### config.mk
export PLATFORM = sky130hd
export DESIGN_NAME = cam_capture_writer
export DESIGN_NICKNAME = d
export VERILOG_FILES = /design/src/rtl/cam_capture_writer.sv
export SDC_FILE = /design/constraint.sdc
export NUM_CORES = 1
export LEC_CHECK = 0
export BUFFER_PORTS_ARGS = -buffer_cell sky130_fd_sc_hd__buf_2
export CORE_MARGIN = 2
export CORE_UTILIZATION = 51
export CTS_CLUSTER_DIAMETER = 80
export DETAILED_ROUTE_END_ITERATION = 8
export GPL_ROUTABILITY_DRIVEN = 0
export PLACE_DENSITY = 0.73
export SYNTH_ARGS = -nofsm -noshare
export SYNTH_HDL_FRONTEND = slang
export SYNTH_SLANG_ARGS = --single-unit
### constraint.sdc
create_clock -name clk -period 2.13 [get_ports clk]
set_input_delay 0.426 -clock clk [delete_from_list [all_inputs] [get_ports clk]]
set_output_delay 0.426 -clock clk [all_outputs]
set_load 0.02 [all_outputs]
### src/rtl/cam_capture_writer.sv
// cam_capture_writer: write-side producer for the 160x120 dual-port frame buffer.
// The module oversamples the camera bus (pclk, vsync, href, px_data) in the clk
// domain. It folds each RGB565 byte pair into one RGB332 byte and drives the
// buffer write port (addr_in, data_in, regwrite).
//
// Optional build macro: CAM_TEST_PATTERN_EN
//   defined   -> adds input test_pattern. When it is high, data_in carries the
//                low byte of the pixel counter, which gives a ramp image.
//   undefined -> data_in always carries the packed pixel.
//
// Pipeline, counted from the clk edge after a raw pclk rise:
//   edges 1..SYNC_STAGES : synchronizer
//   edge SYNC_STAGES+1   : the FSM accepts the byte (pixel completes on the low byte)
//   edge SYNC_STAGES+2   : the write stage drives regwrite, addr_in and data_in
module cam_capture_writer #(
    parameter int ADDR_W       = 15,
    parameter int DATA_W       = 8,
    parameter int FRAME_PIXELS = 19200,
    parameter int SYNC_STAGES  = 2
) (
    input  logic              clk,
    input  logic              rst,
    input  logic              pclk,
    input  logic              vsync,
    input  logic              href,
    input  logic [7:0]        px_data,
`ifdef CAM_TEST_PATTERN_EN
    input  logic              test_pattern,
`endif
    output logic [ADDR_W-1:0] addr_in,
    output logic [DATA_W-1:0] data_in,
    output logic              regwrite,
    output logic              frame_done,
    output logic              overflow
);

    // One synchronizer word per stage: {pclk, vsync, href, px_data}.
    localparam int SW = 11;

    // The counter saturates at this value. Reaching it means the frame is full.
    localparam logic [ADDR_W-1:0] FRAME_FULL = ADDR_W'(FRAME_PIXELS);

    typedef enum logic [1:0] {
        IDLE    = 2'd0,
        BYTE_HI = 2'd1,
        BYTE_LO = 2'd2
    } state_t;

    logic [SW-1:0]     sync_reg [SYNC_STAGES];
    logic [SW-1:0]     sync_in;
    logic [SW-1:0]     sync_out;

    logic              pclk_s;
    logic              vsync_s;
    logic              href_s;
    logic [7:0]        data_s;

    logic              pclk_prev_reg;
    logic              vsync_prev_reg;
    logic              pclk_rise;
    logic              vs_rise;
    logic              byte_ok;

    state_t            state_reg;
    state_t            state_next;

    logic              take_hi;
    logic              take_lo;
    logic              frame_start;
    logic              frame_end;

    logic [7:0]        hi_reg;
    logic [7:0]        pix_packed;
    logic [7:0]        pix_reg;
    logic              pend_reg;

    logic [ADDR_W-1:0] cnt_reg;
    logic [ADDR_W-1:0] addr_reg;
    logic [DATA_W-1:0] data_reg;
    logic [DATA_W-1:0] wr_data;
    logic              regwrite_reg;
    logic              frame_done_reg;
    logic              overflow_reg;

    assign sync_in = {pclk, vsync, href, px_data};

    // The camera signals are asynchronous to clk, so every bit goes through the
    // same number of flops. This keeps the data aligned with its pclk edge.
    genvar gi;
    generate
        for (gi = 0; gi < SYNC_STAGES; gi++) begin : g_sync
            if (gi == 0) begin : g_first
                // First synchronizer stage samples the raw camera pins.
                always_ff @(posedge clk or negedge rst) begin
                    if (!rst) sync_reg[0] <= '0;
                    else      sync_reg[0] <= sync_in;
                end
            end else begin : g_next
                // Later stages only shift the previous stage along.
                always_ff @(posedge clk or negedge rst) begin
                    if (!rst) sync_reg[gi] <= '0;
                    else      sync_reg[gi] <= sync_reg[gi-1];
                end
            end
        end
    endgenerate

    assign sync_out = sync_reg[SYNC_STAGES-1];
    assign pclk_s   = sync_out[10];
    assign vsync_s  = sync_out[9];
    assign href_s   = sync_out[8];
    assign data_s   = sync_out[7:0];

    // Remember the previous synchronized pclk and vsync for edge detection.
    always_ff @(posedge clk or negedge rst) begin
        if (!rst) begin
            pclk_prev_reg  <= 1'b0;
            vsync_prev_reg <= 1'b0;
        end else begin
            pclk_prev_reg  <= pclk_s;
            vsync_prev_reg <= vsync_s;
        end
    end

    assign pclk_rise = pclk_s & ~pclk_prev_reg;
    assign vs_rise   = vsync_s & ~vsync_prev_reg;
    // A byte counts only inside a line and outside vertical blanking.
    assign byte_ok   = pclk_rise & href_s & ~vsync_s;

    // FSM state register.
    always_ff @(posedge clk or negedge rst) begin
        if (!rst) state_reg <= IDLE;
        else      state_reg <= state_next;
    end

    // FSM next state. A vsync rise restarts the frame from any state, and it
    // has priority over a byte that arrives in the same cycle.
    always_comb begin
        state_next = state_reg;
        case (state_reg)
            IDLE: begin
                if (vs_rise) state_next = BYTE_HI;
            end
            BYTE_HI: begin
                if (vs_rise)      state_next = BYTE_HI;
                else if (byte_ok) state_next = BYTE_LO;
            end
            BYTE_LO: begin
                // When href drops with only the high byte held, that byte is
                // abandoned and the FSM waits for a fresh pair.
                if (vs_rise)      state_next = BYTE_HI;
                else if (!href_s) state_next = BYTE_HI;
                else if (byte_ok) state_next = BYTE_HI;
            end
            default: state_next = IDLE;
        endcase
    end

    // FSM outputs: byte capture strobes and frame boundary events.
    always_comb begin
        take_hi     = 1'b0;
        take_lo     = 1'b0;
        frame_start = vs_rise;
        // The first vsync after reset only arms capture, so it reports no frame_done.
        frame_end   = vs_rise && (state_reg != IDLE);
        if (!vs_rise) begin
            take_hi = (state_reg == BYTE_HI) && byte_ok;
            take_lo = (state_reg == BYTE_LO) && byte_ok;
        end
    end

    // RGB565 {hi, lo} -> RGB332: R[4:2], G[5:3], B[4:3].
    assign pix_packed = {hi_reg[7:5], hi_reg[2:0], data_s[4:3]};

    // Byte capture. A completed pixel is parked in pix_reg for one cycle
    // before the write stage picks it up.
    always_ff @(posedge clk or negedge rst) begin
        if (!rst) begin
            hi_reg   <= 8'h00;
            pix_reg  <= 8'h00;
            pend_reg <= 1'b0;
        end else begin
            pend_reg <= take_lo;
            if (take_hi) hi_reg  <= data_s;
            if (take_lo) pix_reg <= pix_packed;
        end
    end

`ifdef CAM_TEST_PATTERN_EN
    assign wr_data = test_pattern ? DATA_W'(cnt_reg[7:0]) : DATA_W'(pix_reg);
`else
    assign wr_data = DATA_W'(pix_reg);
`endif

    // Write stage: this stage issues the buffer write, advances the pixel
    // counter and tracks overflow.
    // A frame restart has priority over a pending write. This keeps frame_done
    // and regwrite mutually exclusive, and the new frame always starts at address 0.
    always_ff @(posedge clk or negedge rst) begin
        if (!rst) begin
            cnt_reg        <= '0;
            addr_reg       <= '0;
            data_reg       <= '0;
            regwrite_reg   <= 1'b0;
            frame_done_reg <= 1'b0;
            overflow_reg   <= 1'b0;
        end else begin
            regwrite_reg   <= 1'b0;
            frame_done_reg <= frame_end;
            if (frame_start) begin
                cnt_reg      <= '0;
                overflow_reg <= 1'b0;
            end else if (pend_reg) begin
                if (cnt_reg == FRAME_FULL) begin
                    // The frame is full. The pixel is dropped and addr_in keeps the last index.
                    overflow_reg <= 1'b1;
                end else begin
                    regwrite_reg <= 1'b1;
                    addr_reg     <= cnt_reg;
                    data_reg     <= wr_data;
                    cnt_reg      <= cnt_reg + 1'b1;
                end
            end
        end
    end

    assign addr_in    = addr_reg;
    assign data_in    = data_reg;
    assign regwrite   = regwrite_reg;
    assign frame_done = frame_done_reg;
    assign overflow   = overflow_reg;

endmodule
# After elaboration in Yosys (flattened, before gate mapping)

Index checks and enable logic that the tools add are counted.

Add/subtract/negate cells: 1
Eq/ne operators: 7
Multiplexer cells: 18
Bitwise gates (word level): 9
Reduce and logical (&&, ||, !) cells: 11

Operator list:

| cell                                                                  | number |
|---|---|
| 15-bit two-way mux                                                    | 3 |
| 15-bit by 1-bit adder with 15-bit output, second input constant       | 1 |
| 15-bit equality test, second input constant                           | 1 |
| 2-bit two-way mux                                                     | 6 |
| 1-bit two-way mux                                                     | 8 |
| 2-bit case mux with 3 select lines                                    | 1 |
| 3-bit AND reduction                                                   | 2 |
| 2-bit nonzero test                                                    | 3 |
| 1-bit NOT                                                             | 5 |
| 1-bit bitwise AND                                                     | 4 |
| 2-bit != test, second input constant                                  | 2 |
| 4-bit != test, second input constant                                  | 1 |
| 2-bit AND reduction                                                   | 2 |
| 1-bit logical AND                                                     | 3 |
| 3-bit != test, second input constant                                  | 1 |
| 2-bit by 1-bit equality test with 1-bit output, second input constant | 1 |
| 2-bit equality test, second input constant                            | 1 |
| 2-bit zero test                                                       | 1 |

Register bits: 84
Bits of input ports: 13
Output and inout bits: 26
Word-level logic and storage cells: 60

# Longest topological paths before layout

Gate-level depths: netlist of the first run.

Depth in word-level cells: 8
Depth in mapped cells: 7
Depth with buffers taken out: 6

# Least setup slack after synthesis of the first run

OpenSTA, ideal clock, no wires.

Path kind: register to register
Start: register cnt_reg[0]
End: register addr_reg[0], in the netlist addr_in[0]
Library setup time: 0.125 ns
Arrival: 2.043 ns
Required time: 2.005 ns
Slack: -0.038 ns
Cell stages (with the launch flop): 8
Buffers on the path: 1
Period minus slack after synthesis: 2.168 ns
Cells stage by stage: dfrtp_1 > inv_1 > ha_1 > or4bb_1 > nor4_4 > nor3_4 > buf_12 > mux2_4

Word-level cells in the longest chain between the ends: 3

RTL lines:

| what                          | RTL line | text |
|---|---|---|
| start, declared               | 77       | `logic [ADDR_W-1:0] cnt_reg;` |
| start signal, assigned        | 221      | `cnt_reg <= cnt_reg + 1'b1;` |
| 15-bit equality test          | 214      | `if (cnt_reg == FRAME_FULL) begin` |
| 1-bit NOT (no line)           | --       |  |
| 3-bit AND reduction (no line) | --       |  |
| end signal, assigned          | 219      | `addr_reg <= cnt_reg;` |
| end, declared                 | 78       | `logic [ADDR_W-1:0] addr_reg;` |

Several ways; a longest one is shown, not always the timed one.
A chain may end at the register's enable or synchronous reset.

# Final worst setup path of the first run

Start: register cnt_reg[6]
End: register addr_reg[1], in the netlist addr_in[1]

Word-level cells in the longest chain between the ends: 3

RTL lines:

| what                          | RTL line |
|---|---|
| 15-bit equality test          | 214 |
| 1-bit NOT (no line)           | -- |
| 3-bit AND reduction (no line) | -- |

Every way passes these cells.

==> summary.md, run 1 <==
| Metric | Value |
|---|---|
| Worst Setup End Kind | register |
| Hold crit path type | primary input to asynchronous set/reset pin |
| Global route overflow | 0 |
| Final hold vios | 0 |
| DRT iter0 DRCs | around 120 |
| Max Cap Viol | 0 |
| Die area | between 6000 and 7000 µm² |
| Antenna diode count | 0 |
| Finished Core Util | between 60 and 70% |
| H-tree levels | 3 |
| CTS clk-pin slew, worst paths | 0.08 ns |
| Drt pass-1 iters | 4 |
| Initial Util | about 53% |
| CTS tree | built |
| Leakage | approximately 1.9 nW |
| Root Driver | clkbuf_8 |
| Height of the die | about 82 µm |
| Fmax | 493 MHz |
| Seq/Total Area, Yosys | 65.9% |
| Syn-to-layout area delta | 19.5% |
| Vias per cell | ~5.3 |
| Cts hold-fix bufs | 0 |
| Nets | ~290 |
| Max-slew headroom | between 50% and 60% |
| Synth area leaders | dfrtp_1 (66%), mux2_2 (7.6%), mux2_4 (7.2%) |
| Die width | 82.1 µm |
| Initial antenna violation count | 0 |
| Post-Syn Area | 3110 µm² |
| Crit path max fanout | 8 |
| Synthesized instance count | around 210 |
| Row count | 28 |
| I/O pin count | 39 |
| Max-slew violations | 0 |
| Largest net degree at the start of global routing | 51 |
| Max IR drop VDD | approximately 0.52 mV |
| Share of the synthesized area in the top cell type | 65.9% |
| WP data required | ~2.4 ns |
| CTS Buffer Depth | 2 |
| Post-CTS resize count | 0 |
| Core area | a little under 6000 µm² |
| TNS Setup | 0 ns |
| ANT nets after route | 0 |
| Share of cells above drive strength 1 | 41.0% |
| DPL Wire Length | around 3600 µm |
| Final min period | about 2.0 ns |
| Finished Layout Cells | between 300 and 400 |
| Synth area leader | dfrtp_1 |
| Syn nets | around 230 |
| CP Launch Type | register |
| Clk_lat worst skew | 0.35 ns |
| Sink Count | 82 |
| WL/cell | ~15 µm |
| Mean post-synth cell area | 14.7 µm² |
| Post-Route WL | about 5300 µm |
| Final Total Pwr | approximately 3.0 mW |
| Placed cell count | approximately 330 |
| Endpoints failing setup | 0 |
| Yosys cell types | 36 |
| #FFs+latches synth | around 80 |
| Period utilization | 95.2% |
| First-pass GRT wire length | approximately 8900 µm |
| Remaining DRCs | 0 |
| Setup repair bufs after CTS | 0 |
| CP arrival | 2.26 ns |
| Gr usage total | about 18% |
| Actual slew at the worst max-slew pin | roughly 0.64 ns |
| Type of the worst setup path | register to register |
| RSZ-0062 raised after global routing | no |
| Pwr per Cell Area | ~800 nW/µm² |
| Via count | roughly 1800 |
| Number of global-route vias before repair | 1888 |
| IO Port Bufs | 38 |
| Status | completed |
| Inserted Clock Buffers | 9 |
| YS warnings | 0 |
| Worst Skew | roughly 0.0066 ns |
-- cells in the final DEF (no fill, tap or decap), types with 3 or more instances in the layout --
cell type,instances
a21oi_1,7
and3_1,3
buf_2,37
buf_4,15
clkbuf_8,12
dfrtp_1,82
inv_1,7
mux2_2,21
mux2_4,15
nand2_1,9
nand3_1,6
nand4_1,4
nor2_1,11
o21ai_0,5
or4_1,4
xor2_1,7
-- logic make-up (layout without fill, tap and decap cells) --
group / count (synthesis) / count (layout) / synth area share, %
adders and majority gates: 2 / 2 / 0.804
xor gates and xnor gates: 7 / 7 / 1.97
DFF: 82 / 82 / 65.9
and+or+nand+nor: 52 / 52 / 10.3
buffers and inverters: 14 / 75 / 2.45
muxes: 36 / 36 / 14.8
AOI/OAI and AO/OA: 19 / 19 / 3.70
-- area by class of cell --
| cell class | count | area, µm² |
|---|---|---|
| repair buffers | 54 | 338 |
| well taps | 75 | 93.8 |
| flip-flops and latches | 82 | 2050 |
| clock buffers | 12 | 165 |
| inverters | 7 | 26.3 |
| clock inverters | 2 | 60.1 |
| multi-input cells | 116 | 983 |
| fillers | 444 | 2200 |
-- per-layer routing --
layer  GRT usage (%)  vias up  part of all wire [%]
met1            23.0      929                    45
li1                -      852                     -
met5               0        -                     0
met3            3.70       12                   3.6
met4            11.3        0                   2.6
met2            28.5       39                    49
-- worst max-delay path: stages, from the launching register on --
cell	delay (ns)
dfrtp_1	0.39
or4b_1	0.57
nor4_4	0.38
nor3_4	0.08
buf_4	0.19
mux2_4	0.30
-- where the power goes --
part | leakage [nW] | switching, mW | internal, mW
Sequential | 1.07 | 0.0299 | 1.62
Clock | 0.115 | 0.512 | 0.744
Combinational | 0.681 | 0.0589 | 0.0516
-- through the flow --
step | cell area, µm² | worst slack (ns) | hold WS (ns)
final | 3720 | 0.103 | 0.0993
after global routing | 3720 | 0.0154 | 0.150
after CTS | 3720 | 0.0894 | 0.123
after detailed placement | 3490 | 0.105 | 0.335
after global placement | 3490 | 0.163 | 0.332
after floorplan | 3110 | 0.0498 | 0.130
-- Yosys cell counts --
library cell / n
inv_1: 7
nor4_4: 1
mux2_4: 15
and4_2: 1
ha_1: 2
o21ai_0: 5
nor2b_1: 1
clkbuf_1: 5
xor2_1: 7
or4b_1: 1
or3b_2: 2
or4bb_1: 1
o211ai_1: 2
nand2b_1: 1
a31o_2: 1
nand4_1: 4
or3_1: 2
nand3_1: 6
buf_12: 1
mux2_2: 21
a21oi_1: 7
dfrtp_1: 82
nor3_4: 1
and3_1: 3
buf_6: 1
a22o_1: 1
and2_1: 1
nand4b_1: 1
o31ai_1: 1
a211oi_1: 1
nand2_1: 9
nor2_1: 11
and3_2: 1
o21a_1: 1
or4_1: 4
or3_2: 1
-- worst paths after layout --
check / start / endpoint / slack (ns) / cells after the start
setup / recovery: cnt_reg[6]$_DFFE_PN0P_ / addr_in[1]$_DFFE_PN0P_ / 0.10 / 5
hold / removal: rst / addr_in[7]$_DFFE_PN0P_ / 0.1 / 1
setup reg to reg: cnt_reg[6]$_DFFE_PN0P_ / addr_in[1]$_DFFE_PN0P_ / 0.10 / 5
hold reg to reg: sync_reg[19]$_DFF_PN0_ / sync_out[8]$_DFF_PN0_ / 0.35 / 0
max in group asynchronous: rst / data_in[0]$_DFFE_PN0P_ / 1.44 / 2
min in group clk: px_data[6] / sync_reg[17]$_DFF_PN0_ / 0.18 / 1
No activity file was read; power rests on OpenSTA's default activity.
==> run 2, diff against run 1 <==
--- a/config.mk
+++ b/config.mk
@@ -5,7 +5,7 @@
 export SDC_FILE = /design/constraint.sdc
 export NUM_CORES = 1
 export LEC_CHECK = 0
-export BUFFER_PORTS_ARGS = -buffer_cell sky130_fd_sc_hd__buf_2
+export BUFFER_PORTS_ARGS = -buffer_cell sky130_fd_sc_hd__buf_4
 export CORE_MARGIN = 2
 export CORE_UTILIZATION = 51
 export CTS_CLUSTER_DIAMETER = 80
==> run 2 against run 1 <==
Compared with the run above:
- sequential share of layout area fell by 2.2 points
- clock-buffer cell count fell by 2
- final area rose by 4.2%
- critical path depth rose by 2
- clock power rose by 18%
- die area did not move
- routed wire length rose by 2.5%
- clock skew rose by 0.0044 ns
- first-iteration DRC count fell by 35%
- register-to-register slack barely moved
- cell count rose by 0.57%
==> summary.md, run 2 (synthesized netlist as in run 1, its figures left out) <==
| Metric | Value |
|---|---|
| Die width | 82.1 µm (unchanged) |
| Global route overflow | 0 (unchanged) |
| Max IR drop VDD | 0.541 mV (was 0.522 mV) |
| CTS tree | built (unchanged) |
| Crit-path slowest cell | or4bb_1 (was or4b_1) |
| Hold_ws | 0.0616 ns (was 0.0993 ns) |
| ANT nets after route | 0 (unchanged) |
| Largest net degree at the start of global routing | 44 (was 51) |
| Drt pass-1 iters | 5 (was 4) |
| DPL Wire Length | 3670 µm (was 3590 µm) |
| Most common cell after layout, fill and taps aside | dfrtp_1 (unchanged) |
| Period utilization | 94.9% (was 95.2%) |
| Buffers and inverters on the worst path | 2 (was 1) |
| WL/cell | 15.6 µm (was 15.3 µm) |
| Top Family by Delay on Critical Path | simple AND/OR/NAND/NOR gates (unchanged) |
| Fmax | 494 MHz (was 493 MHz) |
| Sink Count | 82 (unchanged) |
| Endpoints failing setup | 0 (unchanged) |
| Max-slew violations | 0 (unchanged) |
| DRT iter0 DRCs | 75 (was 116) |
| Multi-input logic area | 983 µm² (unchanged) |
| Die area | 6740 µm² (unchanged) |
| Number of global-route vias before repair | 1953 (was 1888) |
| Worst Setup End Kind | register (unchanged) |
| Worst-path cell chain | inv_1 > ha_1 > or4bb_1 > nor4_4 > nor3_4 > buf_12 > mux2_4 (was or4b_1 > nor4_4 > nor3_4 > buf_4 > mux2_4) |
| Crit path max fanout | 16 (was 8) |
| Most frequent cells in the layout | dfrtp_1 (82), buf_4 (51), mux2_2 (21) (was dfrtp_1 (82), buf_2 (37), mux2_2 (21)) |
| Post-CTS resize count | 0 (unchanged) |
| RSZ-0062 raised after global routing | no (unchanged) |
| Max-slew headroom | 63.2% (was 57.4%) |
| Final min period | 2.02 ns (was 2.03 ns) |
| Max Cap Viol | 0 (unchanged) |
| Initial antenna violation count | 0 (unchanged) |
| Vias per cell | 5.29 (was 5.26) |
| Type of the worst setup path | register to register (unchanged) |
| Remaining DRCs | 0 (unchanged) |
| CTS Buffer Depth | 2 (unchanged) |
| Row count | 28 (unchanged) |
| CTS clk-pin slew, worst paths | 0.09 ns (was 0.08 ns) |
| Setup repair bufs after CTS | 0 (unchanged) |
| Worst Skew | 0.0110 ns (was 0.00657 ns) |
| I/O pin count | 39 (unchanged) |
| Via count | 1852 (was 1832) |
| Status | completed (unchanged) |
| Nets | 285 (unchanged) |
| Initial Util | 52.6% (unchanged) |
| Clk_lat worst skew | 0.35 ns (about the same) |
| Register area | 2050 µm² (unchanged) |
| Gr usage total | 18.5% (was 18.1%) |
| Height of the die | 82.1 µm (unchanged) |
| Core area | 5920 µm² (unchanged) |
| Final Cell Area | 3870 µm² (was 3720 µm²) |
| IO Port Bufs | 38 (unchanged) |
| TNS Setup | 0 ns (unchanged) |
| H-tree levels | 3 (unchanged) |
| Placed inst area | 3600 µm² (was 3490 µm²) |
| CP max stage delay | 0.53 ns (was 0.57 ns) |
| Hold crit path type | primary input to asynchronous set/reset pin (unchanged) |
| Leakage | 1.90 nW (was 1.87 nW) |
| Share of cells above drive strength 1 | 41.5% (was 41.0%) |
| CP arrival | 2.25 ns (was 2.26 ns) |
| Post-Route WL | 5460 µm (was 5330 µm) |
| Filler Cell Count | 438 (was 444) |
| Antenna diode count | 0 (unchanged) |
| Finished Core Util | 65.4% (was 62.8%) |
| Final hold vios | 0 (unchanged) |
| Pwr per Cell Area | 840 nW/µm² (was 811 nW/µm²) |
| Cts hold-fix bufs | 0 (unchanged) |
| First-pass GRT wire length | 9050 µm (was 8910 µm) |
| Inserted Clock Buffers | 9 (unchanged) |
| WP data required | 2.36 ns (about the same) |
| Actual slew at the worst max-slew pin | 0.553 ns (was 0.640 ns) |
| Syn-to-layout area delta | 24.5% (was 19.5%) |
| Root Driver | clkbuf_8 (unchanged) |
| CP Launch Type | register (unchanged) |
[run 2: cell count changes in the layout (fill, tap and decap cells not counted)]
cell | previous run | this run
buf_2 | 37 | 0
buf_4 | 15 | 51
bufinv_16 | 2 | 4
clkbuf_8 | 12 | 10
clkinv_4 | 0 | 2
buf_12 | 2 | 3
[run 2: metrics by stage]
step	std cells	setup slack, ns	total power, mW
3_5_place_dp	334	0.137	1.80
6_report	350	0.108	3.25
2_1_floorplan	212	0.0498	1.73
3_3_place_gp	334	0.161	1.79
4_1_cts	350	0.111	3.28
5_1_grt	350	0.0376	3.38
[run 2: area by class of cell]
class                   count  area share [%]
repair buffers             54            11.4
inverters                   7           0.678
clock buffers              10            3.55
clock inverters             6            3.55
flip-flops and latches     82            53.0
multi-input cells         116            25.4
well taps                  75            2.42
[run 2: final timing paths]
| path | start | end | slack, ns | cells past startpoint |
|---|---|---|---|---|
| min in group clk | px_data[0] | sync_reg[11]$_DFF_PN0_ | 0.18 | 1 |
| max reg2reg | cnt_reg[0]$_DFFE_PN0P_ | data_in[4]$_DFFE_PN0P_ | 0.11 | 7 |
| min | rst | cnt_reg[7]$_DFFE_PN0P_ | 0.06 | 1 |
| min reg2reg | sync_reg[16]$_DFF_PN0_ | sync_out[5]$_DFF_PN0_ | 0.35 | 0 |
| max in group asynchronous | rst | data_in[2]$_DFFE_PN0P_ | 1.48 | 2 |
| max | cnt_reg[0]$_DFFE_PN0P_ | data_in[4]$_DFFE_PN0P_ | 0.11 | 7 |
[run 2: metal layers]
metal	routed length [µm]	GRT usage, %	vias to the layer above
met5	0	0	-
met4	108	9.67	0
met3	245	4.13	11
met2	2810	30.5	46
met1	2290	22.8	938
li1	-	-	857
[run 2: power breakdown]
| part | switching, mW | internal (mW) |
|---|---|---|
| combinational | 0.0589 | 0.0581 |
| clock | 0.553 | 0.933 |
| sequential | 0.0298 | 1.62 |
| total | 0.641 | 2.61 |
